**src/rtl/spart_rx_fifo.sv**
```systemverilog
// -----------------------------------------------------------------------------
// spart_rx_fifo
//
// Receive path of the SPART: oversampled UART deserialiser with mid-bit
// sampling, optional parity, framing/parity/overrun detection and a
// show-ahead receive FIFO. Baud generation is external; `enable` is the
// oversample tick (OVERSAMPLE ticks per bit period).
//
// Ports:
//   clk         system clock
//   rst         asynchronous, active-high reset
//   enable      oversample tick, one clk wide
//   rxd         serial line, idle high, asynchronous to clk
//   rd_en       pop the FIFO head (ignored when empty)
//   err_clr     clear all sticky error flags
//   rx_data     FIFO head (show-ahead), 0 when empty
//   rda         FIFO not empty
//   fifo_count  number of entries held
//   frame_err   sticky: stop bit sampled low
//   parity_err  sticky: parity mismatch
//   overrun     sticky: good frame arrived while the FIFO was full
//
// Receiver states:
//   state    | meaning
//   ---------+----------------------------------------------------------
//   S_IDLE   | line idle, waiting for a falling edge on rxs
//   S_START  | half a bit period into the start bit, checking it is real
//   S_DATA   | sampling DATA_BITS data bits at mid-bit, LSB first
//   S_PARITY | sampling the parity bit (only when PARITY_EN)
//   S_STOP   | sampling the stop bit, deciding push / error
//   S_BRK    | stop bit was low; wait for the line to return high
// -----------------------------------------------------------------------------
module spart_rx_fifo #(
    parameter int DATA_BITS  = 8,
    parameter int OVERSAMPLE = 16,
    parameter int FIFO_DEPTH = 4,
    parameter int PARITY_EN  = 0,
    parameter int PARITY_ODD = 0
) (
    input  logic                                 clk,
    input  logic                                 rst,
    input  logic                                 enable,
    input  logic                                 rxd,
    input  logic                                 rd_en,
    input  logic                                 err_clr,
    output logic [DATA_BITS-1:0]                 rx_data,
    output logic                                 rda,
    output logic [$clog2(FIFO_DEPTH+1)-1:0]      fifo_count,
    output logic                                 frame_err,
    output logic                                 parity_err,
    output logic                                 overrun
);

    localparam int TW    = $clog2(OVERSAMPLE);
    localparam int BW    = $clog2(DATA_BITS);
    localparam int PTR_W = $clog2(FIFO_DEPTH);
    localparam int CW    = $clog2(FIFO_DEPTH + 1);

    localparam logic [TW-1:0] T_HALF  = TW'(OVERSAMPLE / 2 - 1);
    localparam logic [TW-1:0] T_LAST  = TW'(OVERSAMPLE - 1);
    localparam logic [BW-1:0] B_LAST  = BW'(DATA_BITS - 1);
    localparam logic [CW-1:0] C_FULL  = CW'(FIFO_DEPTH);
    localparam logic          ODD_BIT = (PARITY_ODD != 0);

    typedef enum logic [2:0] {
        S_IDLE,
        S_START,
        S_DATA,
        S_PARITY,
        S_STOP,
        S_BRK
    } state_t;

    // ------------------------------------------------------------------
    // rxd synchroniser; both flops reset to the idle (high) level so a
    // reset never looks like a start bit.
    // ------------------------------------------------------------------
    logic sync1_q;
    logic rxs_q;

    always_ff @(posedge clk or posedge rst) begin
        if (rst) begin
            sync1_q <= 1'b1;
            rxs_q   <= 1'b1;
        end else begin
            sync1_q <= rxd;
            rxs_q   <= sync1_q;
        end
    end

    // ------------------------------------------------------------------
    // Receiver FSM
    // ------------------------------------------------------------------
    state_t                 state_q, state_d;
    logic [TW-1:0]          tcnt_q, tcnt_d;
    logic [BW-1:0]          bcnt_q, bcnt_d;
    logic [DATA_BITS-1:0]   shreg_q, shreg_d;
    logic                   perr_q, perr_d;

    // One-cycle outcome strobes from the stop-bit sample
    logic frame_ok;
    logic frame_bad;
    logic frame_perr;

    always_ff @(posedge clk or posedge rst) begin
        if (rst) begin
            state_q <= S_IDLE;
            tcnt_q  <= '0;
            bcnt_q  <= '0;
            shreg_q <= '0;
            perr_q  <= 1'b0;
        end else begin
            state_q <= state_d;
            tcnt_q  <= tcnt_d;
            bcnt_q  <= bcnt_d;
            shreg_q <= shreg_d;
            perr_q  <= perr_d;
        end
    end

    always_comb begin
        state_d    = state_q;
        tcnt_d     = tcnt_q;
        bcnt_d     = bcnt_q;
        shreg_d    = shreg_q;
        perr_d     = perr_q;
        frame_ok   = 1'b0;
        frame_bad  = 1'b0;
        frame_perr = 1'b0;

        if (enable) begin
            case (state_q)
                S_IDLE: begin
                    if (!rxs_q) begin
                        state_d = S_START;
                        tcnt_d  = '0;
                    end
                end

                S_START: begin
                    if (tcnt_q == T_HALF) begin
                        if (rxs_q) begin
                            // Line went back high before mid start bit: glitch.
                            state_d = S_IDLE;
                        end else begin
                            // From here on tcnt wraps at a full bit period,
                            // so every later sample lands mid-bit.
                            state_d = S_DATA;
                            tcnt_d  = '0;
                            bcnt_d  = '0;
                            perr_d  = 1'b0;
                        end
                    end else begin
                        tcnt_d = tcnt_q + TW'(1);
                    end
                end

                S_DATA: begin
                    if (tcnt_q == T_LAST) begin
                        tcnt_d  = '0;
                        // Shift in at the MSB so the first (LSB) bit ends at bit 0.
                        shreg_d = {rxs_q, shreg_q[DATA_BITS-1:1]};
                        if (bcnt_q == B_LAST) begin
                            state_d = (PARITY_EN != 0) ? S_PARITY : S_STOP;
                        end else begin
                            bcnt_d = bcnt_q + BW'(1);
                        end
                    end else begin
                        tcnt_d = tcnt_q + TW'(1);
                    end
                end

                S_PARITY: begin
                    if (tcnt_q == T_LAST) begin
                        tcnt_d  = '0;
                        // Expected bit makes the total ones count even (or odd).
                        perr_d  = rxs_q != ((^shreg_q) ^ ODD_BIT);
                        state_d = S_STOP;
                    end else begin
                        tcnt_d = tcnt_q + TW'(1);
                    end
                end

                S_STOP: begin
                    if (tcnt_q == T_LAST) begin
                        tcnt_d = '0;
                        if (!rxs_q) begin
                            frame_bad = 1'b1;
                            state_d   = S_BRK;
                        end else if (perr_q) begin
                            frame_perr = 1'b1;
                            state_d    = S_IDLE;
                        end else begin
                            frame_ok = 1'b1;
                            state_d  = S_IDLE;
                        end
                    end else begin
                        tcnt_d = tcnt_q + TW'(1);
                    end
                end

                S_BRK: begin
                    // A held-low line must not be re-read as further frames.
                    if (rxs_q) begin
                        state_d = S_IDLE;
                    end
                end

                default: begin
                    state_d = S_IDLE;
                end
            endcase
        end
    end

    // ------------------------------------------------------------------
    // Receive FIFO (show-ahead)
    // ------------------------------------------------------------------
    logic [DATA_BITS-1:0] mem_q [FIFO_DEPTH];
    logic [PTR_W-1:0]     wr_ptr_q, wr_ptr_d;
    logic [PTR_W-1:0]     rd_ptr_q, rd_ptr_d;
    logic [CW-1:0]        count_q, count_d;

    logic fifo_empty;
    logic fifo_full;
    logic push;
    logic pop;
    logic ovr_set;

    assign fifo_empty = (count_q == '0);
    assign fifo_full  = (count_q == C_FULL);
    assign pop        = rd_en && !fifo_empty;
    // A pop in the same cycle frees the slot, so a full FIFO still accepts.
    assign push       = frame_ok && (!fifo_full || pop);
    assign ovr_set    = frame_ok && fifo_full && !pop;

    always_comb begin
        wr_ptr_d = wr_ptr_q;
        rd_ptr_d = rd_ptr_q;
        count_d  = count_q;
        if (push) begin
            wr_ptr_d = wr_ptr_q + PTR_W'(1);
        end
        if (pop) begin
            rd_ptr_d = rd_ptr_q + PTR_W'(1);
        end
        case ({push, pop})
            2'b10:   count_d = count_q + CW'(1);
            2'b01:   count_d = count_q - CW'(1);
            default: count_d = count_q;
        endcase
    end

    always_ff @(posedge clk or posedge rst) begin
        if (rst) begin
            wr_ptr_q <= '0;
            rd_ptr_q <= '0;
            count_q  <= '0;
        end else begin
            wr_ptr_q <= wr_ptr_d;
            rd_ptr_q <= rd_ptr_d;
            count_q  <= count_d;
        end
    end

    // Storage needs no reset: the head is masked to 0 while empty.
    always_ff @(posedge clk) begin
        if (push) begin
            mem_q[wr_ptr_q] <= shreg_q;
        end
    end

    // ------------------------------------------------------------------
    // Sticky error flags: a set in the same cycle as err_clr wins.
    // ------------------------------------------------------------------
    logic frame_err_q, frame_err_d;
    logic parity_err_q, parity_err_d;
    logic overrun_q, overrun_d;

    always_comb begin
        frame_err_d  = frame_err_q  && !err_clr;
        parity_err_d = parity_err_q && !err_clr;
        overrun_d    = overrun_q    && !err_clr;
        if (frame_bad) begin
            frame_err_d = 1'b1;
        end
        if (frame_perr) begin
            parity_err_d = 1'b1;
        end
        if (ovr_set) begin
            overrun_d = 1'b1;
        end
    end

    always_ff @(posedge clk or posedge rst) begin
        if (rst) begin
            frame_err_q  <= 1'b0;
            parity_err_q <= 1'b0;
            overrun_q    <= 1'b0;
        end else begin
            frame_err_q  <= frame_err_d;
            parity_err_q <= parity_err_d;
            overrun_q    <= overrun_d;
        end
    end

    // ------------------------------------------------------------------
    // Outputs
    // ------------------------------------------------------------------
    assign rx_data    = fifo_empty ? '0 : mem_q[rd_ptr_q];
    assign rda        = !fifo_empty;
    assign fifo_count = count_q;
    assign frame_err  = frame_err_q;
    assign parity_err = parity_err_q;
    assign overrun    = overrun_q;

endmodule
```
**config.mk**
```make
export PLATFORM = sky130hd
export DESIGN_NAME = spart_rx_fifo
export DESIGN_NICKNAME = d
export VERILOG_FILES = /design/src/rtl/spart_rx_fifo.sv
export SDC_FILE = /design/constraint.sdc
export NUM_CORES = 1
export LEC_CHECK = 0
export ABC_CLOCK_PERIOD_IN_PS = 4200
export CAP_MARGIN = 20
export CORE_MARGIN = 2
export CORE_UTILIZATION = 58
export CTS_CLUSTER_DIAMETER = 50
export DETAILED_ROUTE_END_ITERATION = 10
export DONT_BUFFER_PORTS = 1
export GPL_TIMING_DRIVEN = 0
export PLACE_DENSITY = 0.74
export RECOVER_POWER = 100
export SLEW_MARGIN = 5
export SYNTH_ARGS = -nofsm -noshare
export SYNTH_HDL_FRONTEND = slang
export SYNTH_SLANG_ARGS = --single-unit
```
**constraint.sdc**
```tcl
create_clock -name clk -period 4.2 [get_ports clk]
set_input_delay 1.26 -clock clk [delete_from_list [all_inputs] [get_ports clk]]
set_output_delay 1.26 -clock clk [all_outputs]
set_load 0.05 [all_outputs]
```
---- Word level (Yosys, flattened, before mapping) ----
Memory sizes are Yosys's and may differ from the RTL's.
Index checks and enable logic that the tools add are counted.
word-level totals
  bits in registers ....................... 31
  memory bits (writable) .................. 32
  input bits .............................. 6
  output and inout bits ................... 15
  memories kept ........................... 1
memory list
  name   words  width  read ports  clocked after memory_dff  wr ports  line  text
  mem_q  4      8      1           0                         1         219   logic [DATA_BITS-1:0] mem_q [FIFO_DEPTH];
cells by class
  add/sub/neg operators ................... 6
  equality and inequality tests ........... 21
  mux-type cells .......................... 44
  reductions and logical operators ........ 25
operators with widths
  operator                                              number
  2-to-1 mux 3 bit                                      12
  2-to-1 mux 1 bit                                      22
  != test 2 bit (second input constant)                 9
  one-hot mux 3 bit (6 select lines)                    1
  equality test 3 bit (second input constant)           4
  2-to-1 mux 4 bit                                      3
  one-hot mux 3 bit (2 select lines)                    2
  one-hot mux 4 bit (3 select lines)                    1
  2-to-1 mux 8 bit                                      1
  AND reduction 8 bit                                   1
  XOR reduction 8 bit                                   1
  logical AND 1 bit                                     7
  adder 3 x 1 -> 3 bit (second input constant)          2
  equality test 3 x 2 -> 1 bit (second input constant)  2
  zero test 3 bit                                       2
  AND reduction 6 bit                                   1
  nonzero test 2 bit                                    3
  AND reduction 5 bit                                   1
  adder 2 x 1 -> 2 bit (second input constant)          2
  adder 4 x 1 -> 4 bit (second input constant)          1
  equality test 4 x 3 -> 1 bit (second input constant)  1
  equality test 4 bit (second input constant)           1
  zero test 1 bit                                       4
  equality test 3 x 1 -> 1 bit (second input constant)  1
  other kinds (11)                                      11

---- Logic depth before layout (Yosys ltp) ----
  depth after elaboration ................. 8
  gate-level depth with buffers ........... 8

---- Least setup slack after synthesis ----
No wires, ideal clock.
  kind .................................... flip-flop to output port
  start point ............................. register count_q[2] (netlist: fifo_count[2])
  end point ............................... output rx_data[0]
  arrival ................................. 1.792 ns
  data required time ...................... 2.940 ns
  path slack .............................. 1.148 ns
  cell stages (with the launch flop) ...... 4
  buffers on the path ..................... 1
  cell sequence ........................... dfrtp_1 > clkbuf_1 > nor3_1 > nor2b_1
between the ends
  word-level cells in the longest chain between the ends .. 2
RTL lines
  what                      line  text
  start: declaration        222   logic [CW-1:0] count_q, count_d;
  start signal: assignment  262   count_q <= count_d;
  zero test 3 bit           230   assign fifo_empty = (count_q == '0);
  2-to-1 mux 8 bit          310   assign rx_data = fifo_empty ? '0 : mem_q[rd_ptr_q];
  end: declaration          46    output logic [DATA_BITS-1:0] rx_data,
Every way passes these cells.

---- Worst setup path in the final report ----
  start point ............................. input enable
  end point ............................... memory mem_q[3][6] (enable)
between the ends
  word-level cells in the longest chain between the ends .. 4
RTL lines
  what                                    line  text
  start: declaration                      42    input logic enable,
  2-to-1 mux 1 bit                        131   if (enable) begin
  logical AND 1 bit                       234   assign push = frame_ok && (!fifo_full || pop);
  2-to-1 mux 1 bit                        268   if (push) begin
  2-to-1 mux 1 bit (implied by the code)  269   mem_q[wr_ptr_q] <= shreg_q;
  end: declaration                        219
Every way passes these cells.

==> impl_table.tex <==
\begin{tabular}{lr}
\hline
Metric & Value \\
\hline
\multicolumn{2}{l}{\textbf{Setup path}} \\
Slowest stage cell, crit path & sky130\_fd\_sc\_hd\_\_nor4\_1 \\
Endpoint arrival time on the critical path & $\sim$3.8 ns \\
Top delay family on crit path & simple AND/OR/NAND/NOR gates \\
Data required, critical path & roughly 4.2 ns \\
Sort of element at the start of the critical path & input pin \\
Count of buffer and inverter cells on the critical path & 1 \\
Worst setup path class & in2reg \\
Longest individual stage delay on the worst path & 1.18 ns \\
Category of the worst setup path capture point & flop \\
R2R Setup Slk & 0.97 ns \\
Worst-path fanout max & 10 \\
Depth of the worst register-to-register path & 4 \\
Sequence of cells on the critical path & clkbuf\_1 > nand4\_1 > nor4\_1 > and2\_0 \\
Number of stages on the worst setup path & 4 \\
\multicolumn{2}{l}{\textbf{Logic synthesis}} \\
Ranking of synthesized cells by instance count & sky130\_fd\_sc\_hd\_\_edfxtp\_1, sky130\_fd\_sc\_hd\_\_dfrtp\_1, sky130\_fd\_sc\_hd\_\_inv\_1, sky130\_fd\_sc\_hd\_\_mux2\_2, sky130\_fd\_sc\_hd\_\_nor2b\_1 \\
Post-synthesis register bit count & 63 \\
Synthesized Nets & 247 \\
Post-synth EDFFs & 32 \\
Syn. warnings & 0 \\
FFs w/ async S/R, synth & 0.492 \\
Post-synthesis cell type with the largest combined area & sky130\_fd\_sc\_hd\_\_edfxtp\_1 \\
Cell with the most instances after synthesis & sky130\_fd\_sc\_hd\_\_edfxtp\_1 \\
Top\_reg\_cell synth & sky130\_fd\_sc\_hd\_\_edfxtp\_1 \\
Sequential area share after synthesis & 0.560 \\
Count of cell types in the netlist & 58 \\
Top-area cell type share of the netlist area & 0.309 \\
Avg Synthesized Cell Area & 13.3 µm² \\
Syn Inst Count & 233 \\
Netlist Area Pre-Place & 3110 µm² \\
Largest cells by area after synthesis & sky130\_fd\_sc\_hd\_\_edfxtp\_1, sky130\_fd\_sc\_hd\_\_dfrtp\_1, sky130\_fd\_sc\_hd\_\_mux4\_2 \\
\multicolumn{2}{l}{\textbf{STA}} \\
Final clock skew & roughly 0.0042 ns \\
Number of hold-slack violations in the final timing report & 0 \\
Max Slew Vio Count & 0 \\
Fmax & between 0.2 and 0.3 GHz \\
RSZ-0062 raised after global routing & no \\
Post-route setup TNS & 0 ns \\
Setup-failing EPs final & 0 \\
Tightest slew margin relative to the limit & 0.119 \\
Min cycle time layout & 3.78 ns \\
Transition time at the pin with the least slew margin & 1.31 ns \\
Share of the cycle needed by the critical path after routing & 0.900 \\
\multicolumn{2}{l}{\textbf{Placement}} \\
Placed wire-length estimate & 3790 µm \\
GPL Wtd Cong & 0.872 \\
Port bufs & 0 \\
\multicolumn{2}{l}{\textbf{Power and ir drop}} \\
Power density normalized to cell area & about 640 nW/µm² \\
Leak Pwr & 0.00135 µW \\
Design Power & 2170 µW \\
Max rail drop VDD & 360 µV \\
\multicolumn{2}{l}{\textbf{Drt}} \\
Number of DRC violations after detailed routing & 0 \\
Post-DR vias/cell & just under 6 \\
DRT iter0 DRCs & 110 \\
Total detailed-routing wirelength & between 5000 and 6000 µm \\
Total vias in the final route & 1862 \\
Antenna-violating nets left & 0 \\
First drt pass iteration count & 4 \\
WL per Instance & 16.8 µm \\
\multicolumn{2}{l}{\textbf{Cells and area}} \\
Fraction of final layout cells sized beyond drive strength 1 & 0.168 \\
Net count of the finished layout & 259 \\
Syn-to-layout area delta & 8.70\% \\
Antenna diode count & 0 \\
Utilization after layout & 0.657 \\
\multicolumn{2}{l}{\textbf{Clocking}} \\
Post-cts hold buffer count & 0 \\
Number of clock sinks & 63 \\
CTS Buf Count & 9 \\
Clock transition at the register clock pins on the worst setup and hold paths after CTS & approximately 0.070 ns \\
CTS-repair resized insts & 0 \\
Setup Fix Bufs, Post-CTS & 0 \\
CTS Buffer Depth & 2 \\
Clock tree from TritonCTS & yes \\
Max H-tree Level & 3 \\
Clk Latency, worst-skew pair & 0.33 ns \\
Library cell used as clock root buffer & sky130\_fd\_sc\_hd\_\_clkbuf\_8 \\
\multicolumn{2}{l}{\textbf{Floorplan}} \\
Die Span Y & 77.2 µm \\
Core footprint & 5140 µm² \\
Horizontal die dimension & $\sim$77 µm \\
Number of top-level design ports & 21 \\
Initial cell density of the core & 0.604 \\
Number of placement rows & 26 \\
Die Outline Area & 5960 µm² \\
\multicolumn{2}{l}{\textbf{Global routing}} \\
Number of antenna violations at the first check in global routing & 0 \\
Total global routing track utilization & 0.198 \\
Sum of overflow across all layers after global routing & 0 \\
Global-route wire length before repair & 9030 µm \\
Maximum number of pins on one net before global-route repair & 18 \\
Vias in the first global route & 1853 \\
\multicolumn{2}{l}{\textbf{Run}} \\
Count of maximum capacitance violations & 0 \\
\multicolumn{2}{l}{\textbf{Hold path}} \\
Cell depth of the worst hold path & 0 \\
Type of the worst min-delay path & reg2reg \\
\multicolumn{2}{l}{\textbf{Status}} \\
Result of the run & complete, no violations \\
\hline
\end{tabular}
[metal layers]
| layer | GRT usage | vias up | wire length, µm |
|---|---|---|---|
| met5 | 0 | - | 0 |
| met4 | 0.0857 | 0 | 91 |
| met3 | 0.0424 | 10 | 217 |
| met2 | 0.303 | 48 | 2600 |
| met1 | 0.277 | 901 | 2480 |
| li1 | - | 903 | - |
[cell families (layout without fill, tap and decap cells)]
kind of cell,after synthesis,in the layout,share of synthesized area
AO/OA/AOI/OAI,36,36,0.0890
XOR/XNOR,12,12,0.0383
adder cells (fa/ha/maj),8,8,0.0346
buffers and inverters,26,43,0.0366
flip-flops,63,63,0.560
multiplexers,24,24,0.114
AND/OR/NAND/NOR,64,64,0.128
[state kept, by name, summed over array words and instances, names as in the netlist]
signal / cells
perr_q: 1
state_q: 3
tcnt_q: 4
sync1_q: 1
rxs_q: 1
rd_ptr_q: 2
mem_q: 32
bcnt_q: 3
overrun: 1
fifo_count: 3
frame_err: 1
parity_err: 1
shreg_q: 8
wr_ptr_q: 2
[layout make-up]
| class | instances | area, µm² |
|---|---|---|
| multi-input cells | 144 | 1220 |
| repair buffers | 1 | 3.75 |
| well taps | 70 | 87.6 |
| flip-flops and latches | 63 | 1740 |
| fillers | 420 | 1760 |
| plain buffers | 13 | 63.8 |
| clock inverters | 7 | 87.6 |
| inverters | 13 | 48.8 |
| clock buffers | 9 | 124 |
[report_power, final]
part           internal (µW)  switching [µW]  leakage [µW]
logic                    284             505      0.000529
registers                715             110      0.000721
clock network            329             226      0.000102
total                   1330             840       0.00135
[worst register-to-register path, delay by kind of cell, from the launching register on]
| kind | cells | cell delay (ns) |
|---|---|---|
| flops | 1 | 0.40 |
| fa+ha+maj | 1 | 0.33 |
| simple gates | 3 | 2.14 |
[cell usage in the layout (no fill, tap or decap), types with 4 or more instances in the layout]
master,n
sky130_fd_sc_hd__nand3_1,5
sky130_fd_sc_hd__mux2_2,11
sky130_fd_sc_hd__clkbuf_1,6
sky130_fd_sc_hd__dfrtp_1,29
sky130_fd_sc_hd__edfxtp_1,32
sky130_fd_sc_hd__nor4b_1,4
sky130_fd_sc_hd__clkbuf_8,9
sky130_fd_sc_hd__mux2i_1,5
sky130_fd_sc_hd__nor3_1,7
sky130_fd_sc_hd__ha_1,7
sky130_fd_sc_hd__buf_2,5
sky130_fd_sc_hd__and2_0,4
sky130_fd_sc_hd__mux4_2,8
sky130_fd_sc_hd__o21ai_0,6
sky130_fd_sc_hd__nor2b_1,11
sky130_fd_sc_hd__nand2_1,8
sky130_fd_sc_hd__inv_1,13
sky130_fd_sc_hd__nor2_1,8
sky130_fd_sc_hd__xnor2_1,9
[final timing paths]
path	startpoint	end
worst max-delay path	enable	mem_q[3][6]$_DFFE_PP_
worst min-delay path	sync1_q$_DFF_PP1_	rxs_q$_DFF_PP1_
worst max register to register	tcnt_q[0]$_DFFE_PP0P_	mem_q[3][6]$_DFFE_PP_
worst min register to register	sync1_q$_DFF_PP1_	rxs_q$_DFF_PP1_
max in group asynchronous	rst	fifo_count[2]$_DFFE_PP0P_
min in group asynchronous	rst	shreg_q[3]$_DFFE_PP0P_
[stage by stage]
| step | worst slack, ns | cell area [µm²] | instances | hold WS, ns |
|---|---|---|---|---|
| final | 0.421 | 3380 | 320 | 0.361 |
| after global routing | 0.177 | 3380 | 320 | 0.365 |
| after CTS | 0.415 | 3430 | 320 | 0.357 |
| after detailed placement | 0.784 | 3220 | 304 | 0.347 |
| after global placement | 0.844 | 3190 | 303 | 0.348 |
| after floorplan | 1.15 | 3110 | 233 | 0.345 |
Power figures use the tool's default switching activity.
